**src/rtl/ack_pkg.sv**
```systemverilog
// Shared ACK-path definitions: packer FSM encoding, header tag, ACK word width.
// Also used by the ACK FIFO wrapper and the uplink serializer.
package ack_pkg;

  localparam int ACK_W = 16;
  localparam logic [7:0] ACK_HDR_TAG = 8'hAC;

  typedef enum logic [2:0] {
    ST_IDLE = 3'd0,
    ST_FILL = 3'd1,
    ST_HDR  = 3'd2,
    ST_PAY  = 3'd3,
    ST_CSUM = 3'd4
  } ack_state_e;

endpackage

```
**src/rtl/ack_pack_buf.sv**
```systemverilog
// Payload staging buffer for the ACK frame packer.
// Words leave in arrival order; count tracks words not yet read.
module ack_pack_buf #(
  parameter int DATA_W    = 16,
  parameter int MAX_WORDS = 8
) (
  input  logic              clk,
  input  logic              rst,
  input  logic              clr,
  input  logic              wr_en,
  input  logic [DATA_W-1:0] wr_data,
  input  logic              rd_en,
  output logic [DATA_W-1:0] rd_data,
  output logic [7:0]        count
);

  localparam int PTR_W = (MAX_WORDS > 1) ? $clog2(MAX_WORDS) : 1;
  localparam logic [PTR_W-1:0] LAST_IDX = PTR_W'(MAX_WORDS - 1);

  logic [DATA_W-1:0] mem_q [MAX_WORDS];
  logic [DATA_W-1:0] mem_d [MAX_WORDS];
  logic [PTR_W-1:0]  wr_ptr_q, wr_ptr_d;
  logic [PTR_W-1:0]  rd_ptr_q, rd_ptr_d;
  logic [7:0]        cnt_q, cnt_d;

  always_comb begin
    mem_d    = mem_q;
    wr_ptr_d = wr_ptr_q;
    rd_ptr_d = rd_ptr_q;
    cnt_d    = cnt_q;
    if (clr) begin
      wr_ptr_d = '0;
      rd_ptr_d = '0;
      cnt_d    = '0;
    end else begin
      if (wr_en) begin
        mem_d[wr_ptr_q] = wr_data;
        wr_ptr_d = (wr_ptr_q == LAST_IDX) ? '0 : wr_ptr_q + 1'b1;
      end
      if (rd_en) begin
        rd_ptr_d = (rd_ptr_q == LAST_IDX) ? '0 : rd_ptr_q + 1'b1;
      end
      cnt_d = cnt_q + 8'(wr_en) - 8'(rd_en);
    end
  end

  always_ff @(posedge clk) begin
    if (rst) begin
      wr_ptr_q <= '0;
      rd_ptr_q <= '0;
      cnt_q    <= '0;
      for (int i = 0; i < MAX_WORDS; i++) mem_q[i] <= '0;
    end else begin
      wr_ptr_q <= wr_ptr_d;
      rd_ptr_q <= rd_ptr_d;
      cnt_q    <= cnt_d;
      mem_q    <= mem_d;
    end
  end

  assign rd_data = mem_q[rd_ptr_q];
  assign count   = cnt_q;

endmodule

```
**src/rtl/ack_frame_packer.sv**
```systemverilog
// Drains the ACK FIFO into batches and emits header/payload/XOR-checksum
// frames on a valid/ready uplink stream.
module ack_frame_packer
  import ack_pkg::*;
#(
  parameter int         DATA_W    = ACK_W,
  parameter int         MAX_WORDS = 8,
  parameter int         RD_LAT    = 1,
  parameter logic [7:0] HDR_TAG   = ACK_HDR_TAG,
  parameter int         TIMEOUT   = 255
) (
  input  logic              CLK,
  input  logic              RESET,
  input  logic              FIFO_EMPTY,
  input  logic              FIFO_AEMPTY,
  input  logic [DATA_W-1:0] FIFO_Q,
  output logic              FIFO_RE,
  output logic [DATA_W-1:0] OUT_DATA,
  output logic              OUT_VALID,
  input  logic              OUT_READY,
  output logic              OUT_LAST,
  output logic              BUSY,
  output logic [15:0]       FRAME_CNT
);

  localparam logic [8:0] MAX9 = 9'(MAX_WORDS);
  localparam logic [7:0] TMO8 = 8'(TIMEOUT);

  ack_state_e        state_q, state_d;
  logic [7:0]        timer_q, timer_d;
  logic [1:0]        pipe_q, pipe_d;
  logic [DATA_W-1:0] csum_q, csum_d;
  logic [15:0]       frame_cnt_q, frame_cnt_d;

  logic              buf_wr, buf_rd, buf_clr;
  logic [DATA_W-1:0] buf_rdata;
  logic [7:0]        buf_cnt;
  logic [1:0]        inflight;
  logic [8:0]        pend;
  logic [8:0]        cnt_eff;
  logic [DATA_W-1:0] hdr_word;

  ack_pack_buf #(
    .DATA_W   (DATA_W),
    .MAX_WORDS(MAX_WORDS)
  ) u_buf (
    .clk    (CLK),
    .rst    (RESET),
    .clr    (buf_clr),
    .wr_en  (buf_wr),
    .wr_data(FIFO_Q),
    .rd_en  (buf_rd),
    .rd_data(buf_rdata),
    .count  (buf_cnt)
  );

  // pipe_q tracks outstanding pops; the oldest lands RD_LAT cycles after RE
  assign buf_wr   = pipe_q[RD_LAT-1];
  assign inflight = (RD_LAT == 2)
                  ? {1'b0, pipe_q[0]} + {1'b0, pipe_q[1]}
                  : {1'b0, pipe_q[0]};
  assign pend     = 9'(inflight) + {1'b0, buf_cnt};
  assign cnt_eff  = {1'b0, buf_cnt} + 9'(buf_wr);
  assign hdr_word = DATA_W'({HDR_TAG, buf_cnt});
  assign pipe_d   = {pipe_q[0], FIFO_RE};

  always_comb begin
    state_d     = state_q;
    timer_d     = '0;
    csum_d      = csum_q;
    frame_cnt_d = frame_cnt_q;
    FIFO_RE     = 1'b0;
    OUT_VALID   = 1'b0;
    OUT_DATA    = '0;
    OUT_LAST    = 1'b0;
    buf_rd      = 1'b0;
    buf_clr     = 1'b0;
    unique case (state_q)
      ST_IDLE: begin
        if (!FIFO_EMPTY && FIFO_AEMPTY)
          timer_d = (timer_q == TMO8) ? timer_q : timer_q + 8'd1;
        if (!FIFO_EMPTY && (!FIFO_AEMPTY || timer_q == TMO8))
          state_d = ST_FILL;
      end
      ST_FILL: begin
        FIFO_RE = !FIFO_EMPTY && (pend < MAX9)
               && (!FIFO_AEMPTY || inflight == 2'd0);
        // a word landing this cycle counts as buffered already
        if (inflight == {1'b0, buf_wr} && cnt_eff != 9'd0
            && (cnt_eff == MAX9 || FIFO_EMPTY))
          state_d = ST_HDR;
      end
      ST_HDR: begin
        OUT_VALID = 1'b1;
        OUT_DATA  = hdr_word;
        if (OUT_READY) begin
          csum_d  = hdr_word;
          state_d = ST_PAY;
        end
      end
      ST_PAY: begin
        OUT_VALID = 1'b1;
        OUT_DATA  = buf_rdata;
        if (OUT_READY) begin
          csum_d = csum_q ^ buf_rdata;
          buf_rd = 1'b1;
          if (buf_cnt == 8'd1) state_d = ST_CSUM;
        end
      end
      ST_CSUM: begin
        OUT_VALID = 1'b1;
        OUT_DATA  = csum_q;
        OUT_LAST  = 1'b1;
        if (OUT_READY) begin
          frame_cnt_d = frame_cnt_q + 16'd1;
          buf_clr     = 1'b1;
          state_d     = ST_IDLE;
        end
      end
      default: state_d = ST_IDLE;
    endcase
  end

  always_ff @(posedge CLK) begin
    if (RESET) begin
      state_q     <= ST_IDLE;
      timer_q     <= '0;
      pipe_q      <= '0;
      csum_q      <= '0;
      frame_cnt_q <= '0;
    end else begin
      state_q     <= state_d;
      timer_q     <= timer_d;
      pipe_q      <= pipe_d;
      csum_q      <= csum_d;
      frame_cnt_q <= frame_cnt_d;
    end
  end

  assign BUSY      = (state_q != ST_IDLE);
  assign FRAME_CNT = frame_cnt_q;

endmodule

```
**config.mk**
```make
export PLATFORM = sky130hd
export DESIGN_NAME = ack_frame_packer
export DESIGN_NICKNAME = d
export VERILOG_FILES = /design/src/rtl/ack_pkg.sv /design/src/rtl/ack_pack_buf.sv /design/src/rtl/ack_frame_packer.sv
export SDC_FILE = /design/constraint.sdc
export NUM_CORES = 1
export LEC_CHECK = 0
export CAP_MARGIN = 5
export CORE_MARGIN = 1.5
export CORE_UTILIZATION = 45
export CTS_BUF_LIST = sky130_fd_sc_hd__clkbuf_8
export CTS_CLUSTER_DIAMETER = 40
export DETAILED_ROUTE_END_ITERATION = 12
export SYNTH_ARGS = -nofsm -noshare
export SYNTH_HDL_FRONTEND = slang
export SYNTH_SLANG_ARGS = --single-unit
```
**constraint.sdc**
```tcl
create_clock -name CLK -period 6.5 [get_ports CLK]
set_clock_uncertainty 0.1 [all_clocks]
set_input_delay 0.975 -clock CLK [delete_from_list [all_inputs] [get_ports CLK]]
set_output_delay 0.975 -clock CLK [all_outputs]
set_load 0.02 [all_outputs]
```
==> results.toml, run 1 <==
[yosys]
synth_commonest_cells = "186 x dfxtp_1, 156 x nor2_1, 132 x mux2i_1"
ys_async_sr_fraction = 0
yosysTopAreaCellShare = 0.415
avgSynthCellArea_sq_um = 9.58
synth_top_flop_cell = "dfxtp_1"
synth_top_area_cell = "dfxtp_1"
netlist_area_sq_um = 8980
synthDistinctLibCells = 61
ys_top_cells_by_area = "dfxtp_1 41%, mux2i_1 15%, mux4_2 8.0%"
synth_edf_count = 0
yosysWarningCount = 0
syn_nets = 985
syn_inst = 938
synth-seq-cells = 186
synth_seq_area_share = 0.415
synth.most_common_cell = "dfxtp_1"

[detailed_routing]
postRouteAntennaNets = 0
wl_microns = 20200
avgViaCountPerCell = 5.31
via_count = 6488
dr.pass1.iters = 5
avgRoutedWirePerCell_microns = 16.5
drc = 0
first_iter_violations = 508

[critical_path]
slowest_stage = "dfxtp_2"
path_max_fanout = 26
worstSetupPathType = "reg2out"
cp_cell_sequence = "buf_4, mux4_2, mux2i_1, nand2_1, a22o_1, clkdlybuf4s50_1"
max_stage_delay_ns = 0.96
required_ns = 5.42
cp.depth = 6
reg2reg_slack_ns = 2.64
regToRegStartpoint = "state_q[1]"
crit_buf_inv = 2
cp_data_arrival_time_ns = 3.41
r2r-end = "u_buf.count[6]"
crit_family = "flip-flops"
startpoint_type = "register"
setup.worst_path.start = "u_buf.rd_ptr_q[0]"
end_kind = "output pin"
rr_worst_depth = 16
crit_end = "OUT_DATA[13]"

[global_routing]
grt-busiest-layer = "met2"
grt_max_degree = 86
grt-ovfl-total = 0
first_global_vias = 5850
grt_usage = 0.202
grt.met3_usage = 0.0291
met2_usage = 0.309
grt_antenna_before_repair = 0
grt_pass1_wl_microns = 32400
use_met1 = 0.299

[clock_tree]
clk_pin_slew_ns = 0.10
clock_path_buffers = 2
clk_latency_ns = 0.46
post-cts-setup-buffer-count = 0
root_buffer = "clkbuf_8"
cts_made_buffers = 17
htree_levels = 4
cts_hold_buffers = 0
clock_sinks = 186
ctsResizeCount = 0
cts_tree = "built"

[place]
gp_congestion = 0.800
dp_worst_setup_slack_ns = 2.15
hpwl_microns = 12800
postPlaceCellArea_sq_um = 9520
place.port_buffers = 56

[timing]
fmax_mhz = 223
fin_setup_tns_ns = 0
setup_viol = 0
hold_violations = 0
slew_headroom = 0.232
grt_setup_unrepaired = "no"
worst_slew_pin_slew_ns = 1.15
final.setup.worst_slack_ns = 2.02
fin_crit_sh = 0.689
period_needed_ns = 4.48
slew_viol_final = 0
hold_slack_ns = 0.360

[pwr]
switchingPower_uw = 744
p_total_uw = 2450
leakage_uw = 0.00382
pwr-share-seq = 0.500
switching_share = 0.304
combPwrFrac = 0.181
powerDensity_nw_per_um2 = 247
p_clk_frac = 0.319
ir_drop_uv = 128
intPower_uw = 1710

[floorplan]
core_area_sq_um = 19500
initial_core_util = 0.460
ios = 57
fp-row-count = 51
dieArea_sq_um = 20800
die_y_microns = 144
dieWidth_microns = 144

[final_layout]
drive_gt1_frac = 0.0982
syn_to_final_growth_pct = 10.4
nets = 991
antennaDiodeCount = 0
design_area_sq_um = 9910

[hold_path]
hold_class = "reg2reg"

[flow_run]
cap_viol_max_count = 0

[outcome]
outcome = "complete, no violations"
-- power groups by stage --
stage	combinational (uW)	sequential, uW	clock, uW
floorplan	340	1230	0
global placement	437	1250	0
detailed placement	441	1250	0
CTS	443	1220	809
global route	498	1230	850
finish	442	1230	783
-- how the worst min path moves through the flow --
stage | startpoint | end | slack (ns) | depth (start not counted)
detailed placement | u_buf.mem_q[81] | u_buf.mem_q[81] | 0.35 | 2
floorplan | u_buf.mem_q[80] | u_buf.mem_q[80] | 0.33 | 2
global route | u_buf.mem_q[84] | u_buf.mem_q[84] | 0.38 | 2
global placement | u_buf.mem_q[82] | u_buf.mem_q[82] | 0.34 | 2
CTS | u_buf.mem_q[84] | u_buf.mem_q[84] | 0.36 | 2
finish | u_buf.mem_q[84] | u_buf.mem_q[84] | 0.36 | 2
-- cell usage in the layout (no fill, tap or decap), types with 3 or more instances in the layout --
cell type        synthesis  routed
nor3b_1                  5       3
buf_4                    5      12
xor2_1                  11      11
inv_6                    0       4
nor2_1                 156     156
o31ai_1                  3       3
mux4_2                  32      32
xnor2_1                  8       8
ha_1                    25      25
a21oi_1                 47      47
clkinvlp_4               0       3
a22o_1                   4       4
clkinv_4                 0       3
nand4_1                  7       7
nand2_1                 71      71
dfxtp_1                186     185
nand3b_1                 6       6
o22ai_1                  8       8
inv_1                   19      20
or3_1                    5       5
o21ai_0                 33      33
nand3_1                 27      27
a211oi_1                 9       9
clkbuf_8                 0      17
nor3_1                  18      18
clkdlybuf4s50_1          0      55
mux2i_1                132     132
and3_1                   6       6
-- cells by family (layout without fill, tap and decap cells) --
family,count (synthesis),count (layout),synth area share
adder cells (fa/ha/maj),26,26,0.0371
buffers and inverters,100,119,0.0584
multiplexers,164,164,0.227
flip-flops,186,186,0.415
XOR/XNOR,19,19,0.0185
AO/OA/AOI/OAI,118,118,0.0770
AND/OR/NAND/NOR,325,325,0.167
-- state kept, by name, summed over array words and instances (netlist names) --
| register | count |
|---|---|
| FRAME_CNT | 16 |
| csum_q | 16 |
| pipe_q | 1 |
| state_q | 3 |
| timer_q | 8 |
| u_buf.count | 8 |
| u_buf.mem_q | 128 |
| u_buf.rd_ptr_q | 3 |
| u_buf.wr_ptr_q | 3 |
-- routing by layer --
| layer | vias to the layer above | share of wire |
|---|---|---|
| li1 | 3280 | - |
| met3 | 10 | 0.029 |
| met5 | - | 0 |
| met4 | 0 | 0.0084 |
| met1 | 3097 | 0.51 |
| met2 | 101 | 0.46 |
-- final cells by class --
cell class / count / area (sq um)
multi-input cells: 652 / 4740
flip-flops and latches: 186 / 3720
well taps: 265 / 332
clock inverters: 15 / 164
clock buffers: 17 / 234
fillers: 1868 / 9610
repair buffers: 67 / 641
inverters: 20 / 75.1
-- through the flow --
stage / utilization / instances
CTS: 0.508 / 1222
global placement: 0.487 / 1190
finish: 0.508 / 1222
detailed placement: 0.487 / 1190
floorplan: - / 938
global route: 0.508 / 1222
-- worst reg2reg max path, stage by stage (launching register included) --
cell and delay, ns:
dfxtp_1 0.58, and2b_1 0.40, and2_1 0.18, buf_4 0.26, nand2_1 0.35, inv_1 0.17
ha_1 0.24, inv_1 0.05, ha_1 0.15, inv_1 0.06, fa_1 0.39, nand2b_1 0.16
a21oi_1 0.17, o21ai_0 0.12, a21oi_1 0.20, o21a_1 0.13, nor3_1 0.04
No activity file was read; power rests on OpenSTA's default activity.
==> inputs of run 2 (changes only) <==
Settings changed: PLACE_DENSITY set to 0.66.
Clock period 6.5 ns to 3.86 ns, I/O delays scaled along.
==> results.toml, run 2 (synthesis gave the netlist of run 1 again) <==
[timing]
setup_viol = 0
slew_viol_final = 0
fin_crit_sh = 0.929
period_needed_ns = 3.59
slew_headroom = 0.437
fin_setup_tns_ns = 0
hold_violations = 0
fmax_mhz = 279
grt_setup_unrepaired = "no"
worst_slew_pin_slew_ns = 0.842

[global_routing]
grt_usage = 0.199
grt_pass1_wl_microns = 32200
grt_antenna_before_repair = 0
first_global_vias = 6132
grt_max_degree = 72
grt-ovfl-total = 0

[pwr]
ir_drop_uv = 232
intPower_uw = 3020
switching_share = 0.287
powerDensity_nw_per_um2 = 421
p_total_uw = 4230
switchingPower_uw = 1210
combPwrFrac = 0.174
p_clk_frac = 0.339
pwr-share-seq = 0.487
leakage_uw = 0.00390

[final_layout]
register_area_sq_um = 3730
layout_common_cells = "184 x dfxtp_1, 156 x nor2_1, 132 x mux2i_1, 71 x nand2_1, 55 x clkdlybuf4s50_1"
nFillCells = 1834
antennaDiodeCount = 0
syn_to_final_growth_pct = 11.9
drive_gt1_frac = 0.109
nets = 1001
mostFrequentLayoutCell = "dfxtp_1"
largest_register_ffs = 128
fin_cells = 1231
finish.utilization = 0.515
regMostFlops = "u_buf.mem_q"
multi_input_area_sq_um = 4740

[critical_path]
rr_worst_depth = 15
slowest_stage = "clkdlybuf4s50_1"
crit_family = "buffers and inverters"
crit_buf_inv = 1
required_ns = 3.18
regToRegStartpoint = "state_q[1]"
cp_data_arrival_time_ns = 2.91
cp_common_cell = "ha_1"
path_max_fanout = 8
cp.depth = 8
cp_cell_sequence = "ha_1, ha_1, nand3_1, nor3_1, o32ai_1, a211o_1, nor2_1, clkdlybuf4s50_1"
end_kind = "output pin"
setup.worst_path.start = "pipe_q[0]"
max_stage_delay_ns = 0.60
startpoint_type = "register"
worstSetupPathType = "reg2out"

[detailed_routing]
via_count = 6555
dr.pass1.iters = 4
drc = 0
postRouteAntennaNets = 0
first_iter_violations = 394
wl_microns = 19700
avgViaCountPerCell = 5.32
avgRoutedWirePerCell_microns = 16.0

[flow_run]
cap_viol_max_count = 0

[floorplan]
dieArea_sq_um = 20800
die_y_microns = 144
initial_core_util = 0.460
fp-row-count = 51
core_area_sq_um = 19500
dieWidth_microns = 144
ios = 57

[clock_tree]
clock_path_buffers = 2
post-cts-setup-buffer-count = 0
htree_levels = 4
clock_sinks = 186
cts_hold_buffers = 0
cts_tree = "built"
clk_pin_slew_ns = 0.09
root_buffer = "clkbuf_8"
clk_latency_ns = 0.46
ctsResizeCount = 0
cts_made_buffers = 17

[place]
hpwl_microns = 13000
gp_congestion = 0.808
dpl.cell_count = 1200
place.port_buffers = 56

[hold_path]
min_from = "u_buf.mem_q[94]"
hold_class = "reg2reg"
holdPathStages = 2

[outcome]
outcome = "complete, no violations"
-- run 2: metal layers --
metal	share of wire	track usage
met5	0	0
met2	0.47	0.322
met3	0.038	0.0434
met1	0.48	0.267
met4	0.015	0.0553
-- run 2: stage by stage --
step / instance area, sq um / hold slack [ns] / worst slack (ns)
after floorplan: 8980 / 0.333 / 0.708
after global placement: 9600 / 0.340 / 0.509
after detailed placement: 9600 / 0.348 / 0.483
after CTS: 10000 / 0.361 / 0.0473
after global routing: 10000 / 0.380 / 0.0308
final: 10000 / 0.359 / 0.274
-- run 2: cell type report --
cell class / count / area share
Multi-Input combinational cell: 652 / 0.472
Sequential cell: 186 / 0.371
Timing Repair Buffer: 77 / 0.0728
Tap cell: 265 / 0.0330
Clock buffer: 18 / 0.0247
Clock inverter: 13 / 0.0189
Inverter: 20 / 0.00747
-- run 2: final timing paths --
kind                      to  slack, ns
min reg2reg  u_buf.mem_q[94]       0.36
max reg2reg   u_buf.count[6]       0.62
max                  FIFO_RE       0.27
min          u_buf.mem_q[94]       0.36
-- run 2: worst reg2reg max path: stages (launching register included) --
cell,delay (ns)
dfxtp_1,0.55
and2b_1,0.38
and2_1,0.21
nand2_1,0.08
inv_1,0.11
ha_1,0.23
inv_1,0.05
ha_1,0.15
inv_1,0.05
fa_1,0.38
nand2b_1,0.15
a21oi_1,0.17
o21ai_0,0.12
a21oi_1,0.21
o21a_1,0.13
nor3_1,0.04
-- run 2: power by group through the flow --
stage / clock [uW] / combinational, uW / sequential (uW)
CTS: 1470 / 737 / 2060
global route: 1540 / 824 / 2080
detailed placement: 0 / 734 / 2110
global placement: 0 / 727 / 2110
finish: 1430 / 736 / 2060
floorplan: 0 / 573 / 2060
